`config.mk`:
```
export PLATFORM = sky130hd
export DESIGN_NAME = a51_burst_cipher
export DESIGN_NICKNAME = d
export VERILOG_FILES = /design/src/rtl/a51_burst_cipher.sv
export SDC_FILE = /design/constraint.sdc
export NUM_CORES = 1
export LEC_CHECK = 0
export CAP_MARGIN = 40
export CORE_MARGIN = 2
export CORE_UTILIZATION = 39
export CTS_CLUSTER_DIAMETER = 80
export CTS_CLUSTER_SIZE = 25
export DETAILED_ROUTE_END_ITERATION = 10
export PLACE_DENSITY = 0.66
export SYNTH_ARGS = -nofsm -noshare
export SYNTH_HDL_FRONTEND = slang
export SYNTH_SLANG_ARGS = --single-unit
```
`constraint.sdc`:
```
create_clock -name clock -period 9.5 [get_ports clock]
set_clock_uncertainty 0.15 [all_clocks]
set_input_delay 0.95 -clock clock [delete_from_list [all_inputs] [get_ports clock]]
set_output_delay 0.95 -clock clock [all_outputs]
set_load 0.01 [all_outputs]
```
`src/rtl/a51_burst_cipher.sv`:
```
// A5/1 burst engine: loads key and frame number into three majority-clocked
// LFSRs, mixes, then XORs a 2*HALFLEN-bit valid/ready bit stream with the keystream.
module a51_burst_cipher #(
    parameter int KEYLEN      = 64,
    parameter int FRAMENUMLEN = 22,
    parameter int MIXCYCLES   = 100,
    parameter int HALFLEN     = 114
) (
    input  logic                   clock,
    input  logic                   reset,
    input  logic                   start,
    input  logic [KEYLEN-1:0]      key,
    input  logic [FRAMENUMLEN-1:0] frame,
    output logic                   busy,
    input  logic                   in_valid,
    output logic                   in_ready,
    input  logic                   in_data,
    output logic                   out_valid,
    input  logic                   out_ready,
    output logic                   out_data,
    output logic                   out_last,
    output logic                   done
);

    localparam int CNT_MAX = KEYLEN + FRAMENUMLEN + MIXCYCLES + 2 * HALFLEN;
    localparam int CW      = $clog2(CNT_MAX);

    localparam logic [18:0] R1_TAPS = 19'h72000;   // bits 13,16,17,18
    localparam logic [21:0] R2_TAPS = 22'h300000;  // bits 20,21
    localparam logic [22:0] R3_TAPS = 23'h700080;  // bits 7,20,21,22

    typedef enum logic [2:0] {
        IDLE,
        LOAD_KEY,
        LOAD_FRAME,
        MIX,
        STREAM,
        DRAIN
    } state_t;

    state_t                 state_q, state_d;
    logic [18:0]            r1_q, r1_d;
    logic [21:0]            r2_q, r2_d;
    logic [22:0]            r3_q, r3_d;
    logic [CW-1:0]          cnt_q, cnt_d;
    logic [KEYLEN-1:0]      key_q, key_d;
    logic [FRAMENUMLEN-1:0] frame_q, frame_d;
    logic                   out_valid_q, out_valid_d;
    logic                   out_data_q, out_data_d;
    logic                   out_last_q, out_last_d;
    logic                   done_q, done_d;
    logic                   in_ready_c;

    function automatic logic [18:0] step_r1(input logic [18:0] r);
        return {r[17:0], ^(r & R1_TAPS)};
    endfunction

    function automatic logic [21:0] step_r2(input logic [21:0] r);
        return {r[20:0], ^(r & R2_TAPS)};
    endfunction

    function automatic logic [22:0] step_r3(input logic [22:0] r);
        return {r[21:0], ^(r & R3_TAPS)};
    endfunction

    // Majority-clocked successor state and the keystream bit it produces.
    logic        maj;
    logic [18:0] r1_maj;
    logic [21:0] r2_maj;
    logic [22:0] r3_maj;
    logic        ks_next;

    always_comb begin
        maj     = (r1_q[8] & r2_q[10]) | (r1_q[8] & r3_q[10]) | (r2_q[10] & r3_q[10]);
        r1_maj  = (r1_q[8]  == maj) ? step_r1(r1_q) : r1_q;
        r2_maj  = (r2_q[10] == maj) ? step_r2(r2_q) : r2_q;
        r3_maj  = (r3_q[10] == maj) ? step_r3(r3_q) : r3_q;
        ks_next = r1_maj[18] ^ r2_maj[21] ^ r3_maj[22];
    end

    always_comb begin
        state_d     = state_q;
        r1_d        = r1_q;
        r2_d        = r2_q;
        r3_d        = r3_q;
        cnt_d       = cnt_q;
        key_d       = key_q;
        frame_d     = frame_q;
        out_valid_d = out_valid_q;
        out_data_d  = out_data_q;
        out_last_d  = out_last_q;
        done_d      = 1'b0;
        in_ready_c  = 1'b0;

        case (state_q)
            IDLE: begin
                if (start) begin
                    key_d   = key;
                    frame_d = frame;
                    r1_d    = '0;
                    r2_d    = '0;
                    r3_d    = '0;
                    cnt_d   = '0;
                    state_d = LOAD_KEY;
                end
            end

            LOAD_KEY: begin
                // key_q shifts right so bit 0 always holds the next load bit.
                r1_d  = step_r1(r1_q) ^ {18'd0, key_q[0]};
                r2_d  = step_r2(r2_q) ^ {21'd0, key_q[0]};
                r3_d  = step_r3(r3_q) ^ {22'd0, key_q[0]};
                key_d = key_q >> 1;
                if (cnt_q == CW'(KEYLEN - 1)) begin
                    cnt_d   = '0;
                    state_d = LOAD_FRAME;
                end else begin
                    cnt_d = cnt_q + CW'(1);
                end
            end

            LOAD_FRAME: begin
                r1_d    = step_r1(r1_q) ^ {18'd0, frame_q[0]};
                r2_d    = step_r2(r2_q) ^ {21'd0, frame_q[0]};
                r3_d    = step_r3(r3_q) ^ {22'd0, frame_q[0]};
                frame_d = frame_q >> 1;
                if (cnt_q == CW'(FRAMENUMLEN - 1)) begin
                    cnt_d   = '0;
                    state_d = MIX;
                end else begin
                    cnt_d = cnt_q + CW'(1);
                end
            end

            MIX: begin
                r1_d = r1_maj;
                r2_d = r2_maj;
                r3_d = r3_maj;
                if (cnt_q == CW'(MIXCYCLES - 1)) begin
                    cnt_d   = '0;
                    state_d = STREAM;
                end else begin
                    cnt_d = cnt_q + CW'(1);
                end
            end

            STREAM: begin
                in_ready_c = !out_valid_q || out_ready;
                if (out_valid_q && out_ready) begin
                    out_valid_d = 1'b0;
                    out_last_d  = 1'b0;
                end
                // An accepted beat reloads the output register, so drain+accept has no bubble.
                if (in_valid && in_ready_c) begin
                    r1_d        = r1_maj;
                    r2_d        = r2_maj;
                    r3_d        = r3_maj;
                    out_data_d  = in_data ^ ks_next;
                    out_valid_d = 1'b1;
                    out_last_d  = (cnt_q == CW'(HALFLEN - 1)) || (cnt_q == CW'(2 * HALFLEN - 1));
                    if (cnt_q == CW'(2 * HALFLEN - 1)) begin
                        cnt_d   = '0;
                        state_d = DRAIN;
                    end else begin
                        cnt_d = cnt_q + CW'(1);
                    end
                end
            end

            DRAIN: begin
                if (!out_valid_q || out_ready) begin
                    out_valid_d = 1'b0;
                    out_last_d  = 1'b0;
                    done_d      = 1'b1;
                    state_d     = IDLE;
                end
            end

            default: state_d = IDLE;
        endcase
    end

    always_ff @(posedge clock or posedge reset) begin
        if (reset) begin
            state_q     <= IDLE;
            r1_q        <= '0;
            r2_q        <= '0;
            r3_q        <= '0;
            cnt_q       <= '0;
            key_q       <= '0;
            frame_q     <= '0;
            out_valid_q <= 1'b0;
            out_data_q  <= 1'b0;
            out_last_q  <= 1'b0;
            done_q      <= 1'b0;
        end else begin
            state_q     <= state_d;
            r1_q        <= r1_d;
            r2_q        <= r2_d;
            r3_q        <= r3_d;
            cnt_q       <= cnt_d;
            key_q       <= key_d;
            frame_q     <= frame_d;
            out_valid_q <= out_valid_d;
            out_data_q  <= out_data_d;
            out_last_q  <= out_last_d;
            done_q      <= done_d;
        end
    end

    assign busy      = (state_q != IDLE);
    assign in_ready  = in_ready_c;
    assign out_valid = out_valid_q;
    assign out_data  = out_data_q;
    assign out_last  = out_last_q;
    assign done      = done_q;

endmodule
```
==> Word-level counts from Yosys, hierarchy flattened <==
Cells that the tools add are included.
{ "word_totals": {"output_inout_bits": 6, "register_bits": 166, "inputBits": 92, "word_cells": 107} }
{ "classes": {"muxes": 40, "reduce_logical": 20, "n_bitwise": 14, "n_eq_ne": 21, "add_sub_neg": 1} }
{ "ops": {"columns": ["op", "n"], "rows": [
  ["case mux 64 bit (2 select lines)", 1],
  ["case mux 23 bit (5 select lines)", 1],
  ["case mux 22 bit (5 select lines)", 1],
  ["case mux 19 bit (5 select lines)", 1],
  ["2-to-1 mux 22 bit", 4],
  ["2-to-1 mux 23 bit", 3],
  ["2-to-1 mux 64 bit", 1],
  ["2-to-1 mux 19 bit", 3],
  ["2-to-1 mux 9 bit", 6],
  ["XOR 23 x 1 -> 23 bit", 2],
  ["case mux 9 bit (5 select lines)", 1],
  ["case mux 22 bit (2 select lines)", 1],
  ["XOR 22 x 1 -> 22 bit", 2],
  ["XOR 19 x 1 -> 19 bit", 2],
  ["XOR reduction 23 bit", 1],
  ["XOR reduction 22 bit", 1],
  ["2-to-1 mux 3 bit", 7],
  ["XOR reduction 19 bit", 1],
  ["equality test 9 x 7 -> 1 bit, second input constant", 2],
  ["case mux 3 bit (6 select lines)", 1],
  ["!= test 2 bit, second input constant", 7],
  ["adder 9 x 1 -> 9 bit, second input constant", 1],
  ["equality test 9 x 5 -> 1 bit, second input constant", 1],
  ["equality test 9 x 6 -> 1 bit, second input constant", 1],
  ["21 further kinds", 44]
]} }

==> Longest topological paths before layout <==
Gate-level depths: netlist (run 1).
{ "logic_depth": {"word_depth": 8, "ltp_mapped": 9, "ltp_nobuf": 7} }

==> Worst setup path after synthesis (run 1) <==
Ideal clock, no wire load.
{ "synth_path": {"kind": "in2out", "start": "input out_ready", "end": "output in_ready", "n_path_buf": 0, "path_slack_ps": 7063, "path_stages": 3, "required_ps": 8400, "arrival_time_ps": 1337, "path_cell_list": "nand2b_1 > nand2_1 > nor2_1"} }
{ "synth_via": {"elab_chain_cells": 2} }
{ "synth_lines": {"columns": ["item", "line", "text"], "rows": [
  ["start: declaration", "19", "input logic out_ready,"],
  ["logical OR 1 bit", "148", "in_ready_c = !out_valid_q || out_ready;"],
  ["2-to-1 mux 1 bit", "95", "case (state_q)"],
  ["end: declaration", "16", "output logic in_ready,"]
]} }
No other way between the ends.

==> Worst setup path in the final report (run 1) <==
Ends and elaborated chain as after synthesis.

==> run_results.csv, run 1 <==
group,metric,value,unit
sta,setup-tns-final,0,ns
cts,cts_htree_levels,4,
synthesis,dominant_combinational_cell_family_by_area_after_synthesis,"compound AO/OA/AOI/OAI gates",
final_layout,final_layout_size_suffix_gt1_share,7.749,%
critical_path,slowest_stage,"sky130_fd_sc_hd__clkdlybuf4s50_1",
final_layout,area_delta_synth_final,23.33,%
routing,detailedRoute.firstIterationViolations,325,
routing,via_count,5581,
global_routing,global_route.usage.total,16.91,%
placement,routabilityCongestion,0.7682,
synthesis,yosys_warnings,0,
final_layout,commonest_non_fill_non_tap_cell_in_the_layout,"sky130_fd_sc_hd__dfrtp_1",
critical_path,worst_ep_required_time,8.40,ns
cts,path_clk_slew,0.07,ns
critical_path,crit_path_start_kind,"input port",
synthesis,synth.mux.area_fraction,3.720,%
pwr,total_power,2.829,mW
pwr,pwr_dens,308.5,nW/um^2
hold_path,worstHoldPathType,"register to register",
cts,clock-root-buffer,"sky130_fd_sc_hd__clkbuf_16",
sta,grt_setup_unrepaired,"no",
placement,place_hpwl,10250,um
synthesis,ys_seq_elements,166,
synthesis,synth_area,7433,sq um
global_routing,grt_max_degree,84,
routing,postRouteWirelength,16350,um
synthesis,synth-compound-area-share,19.78,%
synthesis,syn_nets,824,
pwr,p_sw_share,38.23,%
sta,timing.max_slew.rel_slack,43.76,%
placement,dpl_worst_slack,6.046,ns
critical_path,crit_top_cell,"sky130_fd_sc_hd__clkdlybuf4s50_1",
floorplanning,coreArea,18710,sq um
cts,clock_latency,0.42,ns
sta,worst_hold_slack,0.3319,ns
sta,report.final.slew_viol_count,0,
global_routing,antenna_violations_before_repair,0,
floorplanning,std_cell_rows,50,
pwr,irDropWorstVdd,0.1275,mV
floorplanning,fp.dieArea,20180,sq um
synthesis,synth_flop_type,"sky130_fd_sc_hd__dfrtp_1",
synthesis,post_synth_main_area_contributors,"sky130_fd_sc_hd__dfrtp_1 56%, sky130_fd_sc_hd__a22o_1 7.8%, sky130_fd_sc_hd__nor2_1 5.9%",
critical_path,endpoint_kind,"output pin",
routing,avgRoutedWirePerCell,15.62,um
critical_path,timing.critical_path.max_delay_family,"buffers and inverters",
pwr,power_frac_seq,39.8,%
flow_run,max-cap-violations,0,
placement,io_buffers,97,
synthesis,synth_fa_ha_area_share,0.9763,%
final_layout,most-common-layout-cells,"166 x sky130_fd_sc_hd__dfrtp_1, 117 x sky130_fd_sc_hd__nor2_1, 97 x sky130_fd_sc_hd__clkdlybuf4s50_1",
final_layout,antenna_cells,0,
routing,route.detailed.drc,0,
pwr,power.share.combinational,36.3,%
synthesis,netlist_instances,727,
final_layout,final_core_utilization,49.01,%
floorplanning,die-width,142.1,um
critical_path,timing.critical_path.fanout_max,4,
pwr,leakage_dissipation,3.996,nW
synthesis,synth_sequential_area_ratio,55.88,%
cts,post_cts_buffers,0,
critical_path,cp_cell_sequence,"clkdlybuf4s50_1, nand2b_1, nand2_1, nor2_1, clkdlybuf4s50_1",
routing,dr.pass1.iters,4,
cts,cts.path.max_buffers,2,
sta,postLayoutSetupSlackWorst,6.052,ns
critical_path,cp_slowest_stage_delay,0.54,ns
floorplanning,ios,98,
cts,clock_sinks,166,
cts,post_cts_resized,0,
pwr,intPower,1.747,mW
routing,routed_via_density,5.330,
sta,final.period_utilization,36.30,%
synthesis,yosys.area.top_type_share,55.88,%
sta,number_of_hold_violations_in_the_final_report,0,
global_routing,grt.overflow.total,0,
synthesis,synth.avg_cell_area,10.22,sq um
cts,hold_buffers,0,
cts,cts_tree,"done",
synthesis,post_synth_xor_area_fraction,1.414,%
synthesis,simple_gate_share_of_the_synthesized_area,14.39,%
global_routing,first_global_vias,5441,
final_layout,num-fill-cells,1748,
critical_path,worst-endpoint-arrival,2.35,ns
synthesis,synth_enable_flop_cells,0,
synthesis,unique_masters_post_synth,58,
floorplanning,die_h,142.1,um
sta,timing.final.crit_period,3.448,ns
sta,fmax,290.0,MHz
pwr,clkPwrFrac,23.9,%
final_layout,post_layout_net_count,897,
critical_path,worst-setup-path-type,"input port to output pin",
sta,number_of_setup_violations_in_the_final_report,0,
critical_path,timing.critical_path.buf_inv,2,
synthesis,post-synth-top-area-cell,"sky130_fd_sc_hd__dfrtp_1",
routing,ant_nets,0,
status,outcome,"finished clean",
sta,tightestPinTransition,0.8435,ns
floorplanning,floorplan.initialDensity,39.74,%
synthesis,synth-async-reset-ratio,100.0,%
cts,cts_buffer_count,17,
global_routing,grt_pass1_wl,27440,um
pwr,net-switching-power,1.081,mW
==> synthesized netlist by cell type, types with 4 or more instances <==
library cell,count
sky130_fd_sc_hd__ha_1,5
sky130_fd_sc_hd__inv_1,6
sky130_fd_sc_hd__o21a_1,5
sky130_fd_sc_hd__nand3_1,6
sky130_fd_sc_hd__or2_2,4
sky130_fd_sc_hd__o21ai_1,6
sky130_fd_sc_hd__nand2b_1,4
sky130_fd_sc_hd__nand4_1,5
sky130_fd_sc_hd__nor3_1,5
sky130_fd_sc_hd__o22ai_1,48
sky130_fd_sc_hd__clkbuf_1,15
sky130_fd_sc_hd__nor2b_1,5
sky130_fd_sc_hd__mux2i_1,25
sky130_fd_sc_hd__a22o_1,66
sky130_fd_sc_hd__buf_2,29
sky130_fd_sc_hd__a21oi_1,9
sky130_fd_sc_hd__buf_1,4
sky130_fd_sc_hd__nor2_1,117
sky130_fd_sc_hd__a31oi_1,18
sky130_fd_sc_hd__xnor2_1,9
sky130_fd_sc_hd__a22oi_1,4
sky130_fd_sc_hd__o21ai_0,34
sky130_fd_sc_hd__dfrtp_1,166
sky130_fd_sc_hd__nand2_1,87
==> power groups by stage <==
stage          registers [mW]  clock network, mW  logic (mW)
2_1_floorplan            1.07                  0       0.831
3_3_place_gp             1.13                  0       0.983
3_5_place_dp             1.14                  0        1.04
4_1_cts                  1.13              0.695        1.04
5_1_grt                  1.16              0.724        1.17
6_report                 1.13              0.676        1.03
==> worst register-to-register path: cells and delay by family, from the launching register on <==
| family | cells | cell delay, ns |
|---|---|---|
| flops | 1 | 0.76 |
| buf+inv | 2 | 0.96 |
| compound gates | 2 | 0.53 |
| simple gates | 2 | 0.45 |
==> cell families (layout without fill, tap and decap cells) <==
group / Yosys count / in the layout
multiplexers: 27 / 27
adder cells (fa/ha/maj): 6 / 6
buffers and inverters: 59 / 145
XOR/XNOR: 12 / 12
AND/OR/NAND/NOR: 250 / 250
AO/OA/AOI/OAI: 207 / 207
flip-flops: 166 / 166
==> worst paths after layout <==
check / depth (start not counted) / end / start / slack, ns
max reg2reg: 6 / state_q[2] / state_q[2] / 6.54
min in group asynchronous: 2 / key_q[37] / reset / 0.79
min reg2reg: 2 / frame_q[2] / frame_q[3] / 0.33
max in group asynchronous: 4 / key_q[6] / reset / 6.94
min: 2 / frame_q[2] / frame_q[3] / 0.33
max: 5 / in_ready / out_ready / 6.05
==> layout make-up <==
| cell class | count | area [sq um] | area share [%] |
|---|---|---|---|
| Tap cell | 234 | 292.8 | 3.194 |
| Multi-Input combinational cell | 502 | 3010 | 32.84 |
| Timing Repair Buffer | 107 | 1101 | 12.01 |
| Clock inverter | 14 | 142.6 | 1.556 |
| Inverter | 6 | 27.53 | 0.3003 |
| Sequential cell | 166 | 4154 | 45.31 |
| Clock buffer | 18 | 439.2 | 4.790 |
==> metrics by stage <==
step	instance area, sq um	cells
finish	9168	1047
global route	9168	1047
CTS	9168	1047
detailed placement	8586	1015
global placement	8501	1011
floorplan	7433	727
==> routing by layer <==
metal | GRT usage (%) | share of wire [%] | vias to the layer above
li1 | - | - | 2739
met1 | 24.54 | 49 | 2726
met2 | 25.32 | 45 | 103
met3 | 4.273 | 4.8 | 13
met4 | 4.421 | 0.88 | 0
met5 | 0 | 0 | -
==> sequential cells by signal, summed over array words and instances (netlist names) <==
name       cells
r1_q          19
out_last       1
key_q         64
r2_q          22
out_valid      1
frame_q       22
state_q        3
r3_q          23
done           1
cnt_q          9
out_data       1
(Power assumes the default switching activity.)
==> run 2, diff against run 1 <==
Clock period 9.5 ns to 3.6 ns, I/O delays scaled along.
==> run 2 against run 1 <==
Core utilization fell by 0.15 points. Combinational power rose to 2.6 times the previous value. Final cell count barely moved. Non-clock buffer count fell by 1. Sequential share of layout area rose by 0.14 points. Sequential power rose to 2.6 times the previous value. Critical path depth fell by 2. Hold slack got worse by 0.092 ns. Power rose to 2.6 times the previous value. Clock-buffer cell count fell by 1. Clock power rose to 2.7 times the previous value. Cell area fell by 0.30%. Largest cell class unchanged. Highest routed layer unchanged.
==> run_results.csv, run 2 (synthesis results as in run 1) <==
group,metric,value,unit
sta,number_of_setup_violations_in_the_final_report,0,
floorplanning,std_cell_rows,50,
routing,ant_nets,0,
pwr,power_frac_seq,39.7,%
floorplanning,coreArea,18710,sq um
pwr,net-switching-power,2.823,mW
sta,number_of_hold_violations_in_the_final_report,0,
final_layout,antenna_cells,0,
pwr,leakage_dissipation,3.979,nW
cts,clock-root-buffer,"sky130_fd_sc_hd__clkbuf_16",
final_layout,largest-register,"key_q",
critical_path,crit_path_start_kind,"register",
placement,io_buffers,97,
routing,postRouteWirelength,15760,um
cts,post_cts_buffers,0,
status,outcome,"finished clean",
final_layout,final_layout_size_suffix_gt1_share,7.635,%
critical_path,worst_ep_required_time,3.09,ns
pwr,power.share.combinational,35.6,%
critical_path,worst-endpoint-arrival,2.22,ns
cts,cts.path.max_buffers,2,
final_layout,num-fill-cells,1754,
critical_path,worst-setup-path-type,"register to output pin",
routing,via_count,5540,
sta,setup-tns-final,0,ns
sta,worst_hold_slack,0.2397,ns
critical_path,timing.critical_path.fanout_max,24,
pwr,pwr_dens,815.4,nW/um^2
critical_path,cp_cell_sequence,"nor3_1, inv_1, clkdlybuf4s50_1",
critical_path,cp_slowest_stage_delay,0.64,ns
final_layout,area_delta_synth_final,22.96,%
cts,cts_tree,"done",
final_layout,biggestRegsByFlops,"key_q (64), r3_q (23)",
pwr,intPower,4.630,mW
critical_path,reg2reg_setup_slack,1.01,ns
cts,hold_buffers,0,
placement,routabilityCongestion,0.7705,
pwr,clkPwrFrac,24.7,%
cts,path_clk_slew,0.07,ns
final_layout,commonest_non_fill_non_tap_cell_in_the_layout,"sky130_fd_sc_hd__dfrtp_1",
final_layout,largest_register_ffs,64,
global_routing,grt_pass1_wl,26430,um
sta,timing.max_slew.rel_slack,32.35,%
sta,timing.final.crit_period,2.726,ns
sta,grt_setup_unrepaired,"no",
sta,report.final.slew_viol_count,0,
sta,fmax,366.8,MHz
routing,routed_via_density,5.296,
floorplanning,die_h,142.1,um
global_routing,global_route.usage.total,15.99,%
routing,avgRoutedWirePerCell,15.07,um
global_routing,antenna_violations_before_repair,0,
pwr,irDropWorstVdd,0.3905,mV
cts,clock_latency,0.42,ns
floorplanning,fp.dieArea,20180,sq um
critical_path,timing.reg2reg.worst_path_depth,4,
floorplanning,die-width,142.1,um
global_routing,grt_max_degree,167,
cts,clock_sinks,166,
global_routing,first_global_vias,5333,
critical_path,worstReg2RegStart,"state_q[0]",
final_layout,post_layout_net_count,896,
critical_path,rr_endpoint,"r3_q[18]",
sta,final.period_utilization,75.73,%
routing,detailedRoute.firstIterationViolations,304,
floorplanning,floorplan.initialDensity,39.74,%
routing,dr.pass1.iters,4,
flow_run,max-cap-violations,0,
routing,route.detailed.drc,0,
cts,post_cts_resized,0,
critical_path,slowest_stage,"sky130_fd_sc_hd__dfrtp_1",
floorplanning,ios,98,
cts,cts_buffer_count,17,
critical_path,endpoint_kind,"output pin",
hold_path,worstHoldPathType,"input port to asynchronous set/reset pin",
final_layout,most-common-layout-cells,"166 x sky130_fd_sc_hd__dfrtp_1, 117 x sky130_fd_sc_hd__nor2_1, 97 x sky130_fd_sc_hd__clkdlybuf4s50_1",
cts,cts_htree_levels,4,
placement,place_hpwl,9712,um
pwr,p_sw_share,37.88,%
sta,tightestPinTransition,1.015,ns
global_routing,grt.overflow.total,0,
[run 2: cell count changes in the layout (fill, tap and decap cells not counted)]
cell,before,now
sky130_fd_sc_hd__bufinv_16,1,2
sky130_fd_sc_hd__buf_16,2,0
sky130_fd_sc_hd__buf_12,0,2
sky130_fd_sc_hd__clkinv_4,5,1
sky130_fd_sc_hd__clkinvlp_4,2,4
sky130_fd_sc_hd__inv_6,4,5
sky130_fd_sc_hd__buf_8,2,0
sky130_fd_sc_hd__buf_4,6,7
sky130_fd_sc_hd__clkbuf_8,1,0
sky130_fd_sc_hd__clkinv_2,1,2
[run 2: final cells by class]
cell class	count	area, sq um	share of cell area, %
sequential	166	4154	45.45
multi-input combinational	502	3010	32.94
timing repair buffer	106	1064	11.64
clock buffer	17	425.4	4.654
tap	234	292.8	3.203
clock inverter	15	167.7	1.834
inverter	6	26.28	0.2875
[run 2: worst max-delay path by stage]
stage / from / to / slack, ns / cells after the start
2_1_floorplan: reset / cnt_q[0] / 0.98 / 1
3_3_place_gp: out_ready / r3_q[16] / 1.04 / 6
3_5_place_dp: state_q[0] / r3_q[2] / 1.03 / 4
4_1_cts: state_q[0] / busy / 0.82 / 3
5_1_grt: state_q[0] / busy / 0.68 / 3
6_report: state_q[0] / busy / 0.87 / 3
[run 2: worst max-delay path: cells and delay by family, from the launching register on]
kind          cells  cell delay [ns]
buf+inv           2             0.61
simple gates      1             0.55
flops             1             0.64
[run 2: per-stage QoR]
step | utilization, % | setup WS, ns | power (mW) | cells | instance area, sq um
3_3_place_gp | 45.69 | 1.040 | 5.624 | 1014 | 8547
4_1_cts | 48.86 | 0.8235 | 7.540 | 1046 | 9140
6_report | 48.86 | 0.8737 | 7.453 | 1046 | 9140
2_1_floorplan | - | 0.9772 | 5.017 | 727 | 7437
5_1_grt | 48.86 | 0.6781 | 8.037 | 1046 | 9140
3_5_place_dp | 45.69 | 1.029 | 5.671 | 1014 | 8547
[run 2: metal layers]
layer | wire length, um | vias to the layer above | global-route usage [%]
met3 | 797 | 8 | 3.970
met5 | 0 | - | 0
met4 | 97 | 0 | 3.789
met2 | 6660 | 100 | 22.98
met1 | 8204 | 2694 | 24.24
li1 | - | 2738 | -
[run 2: power by group through the flow]
stage          Combinational, mW  Sequential (mW)  Clock (mW)
6_report                    2.66             2.96        1.84
3_3_place_gp                2.64             2.98           0
2_1_floorplan               2.19             2.82           0
5_1_grt                     3.02             3.05        1.97
3_5_place_dp                2.68             2.99           0
4_1_cts                     2.70             2.96        1.88
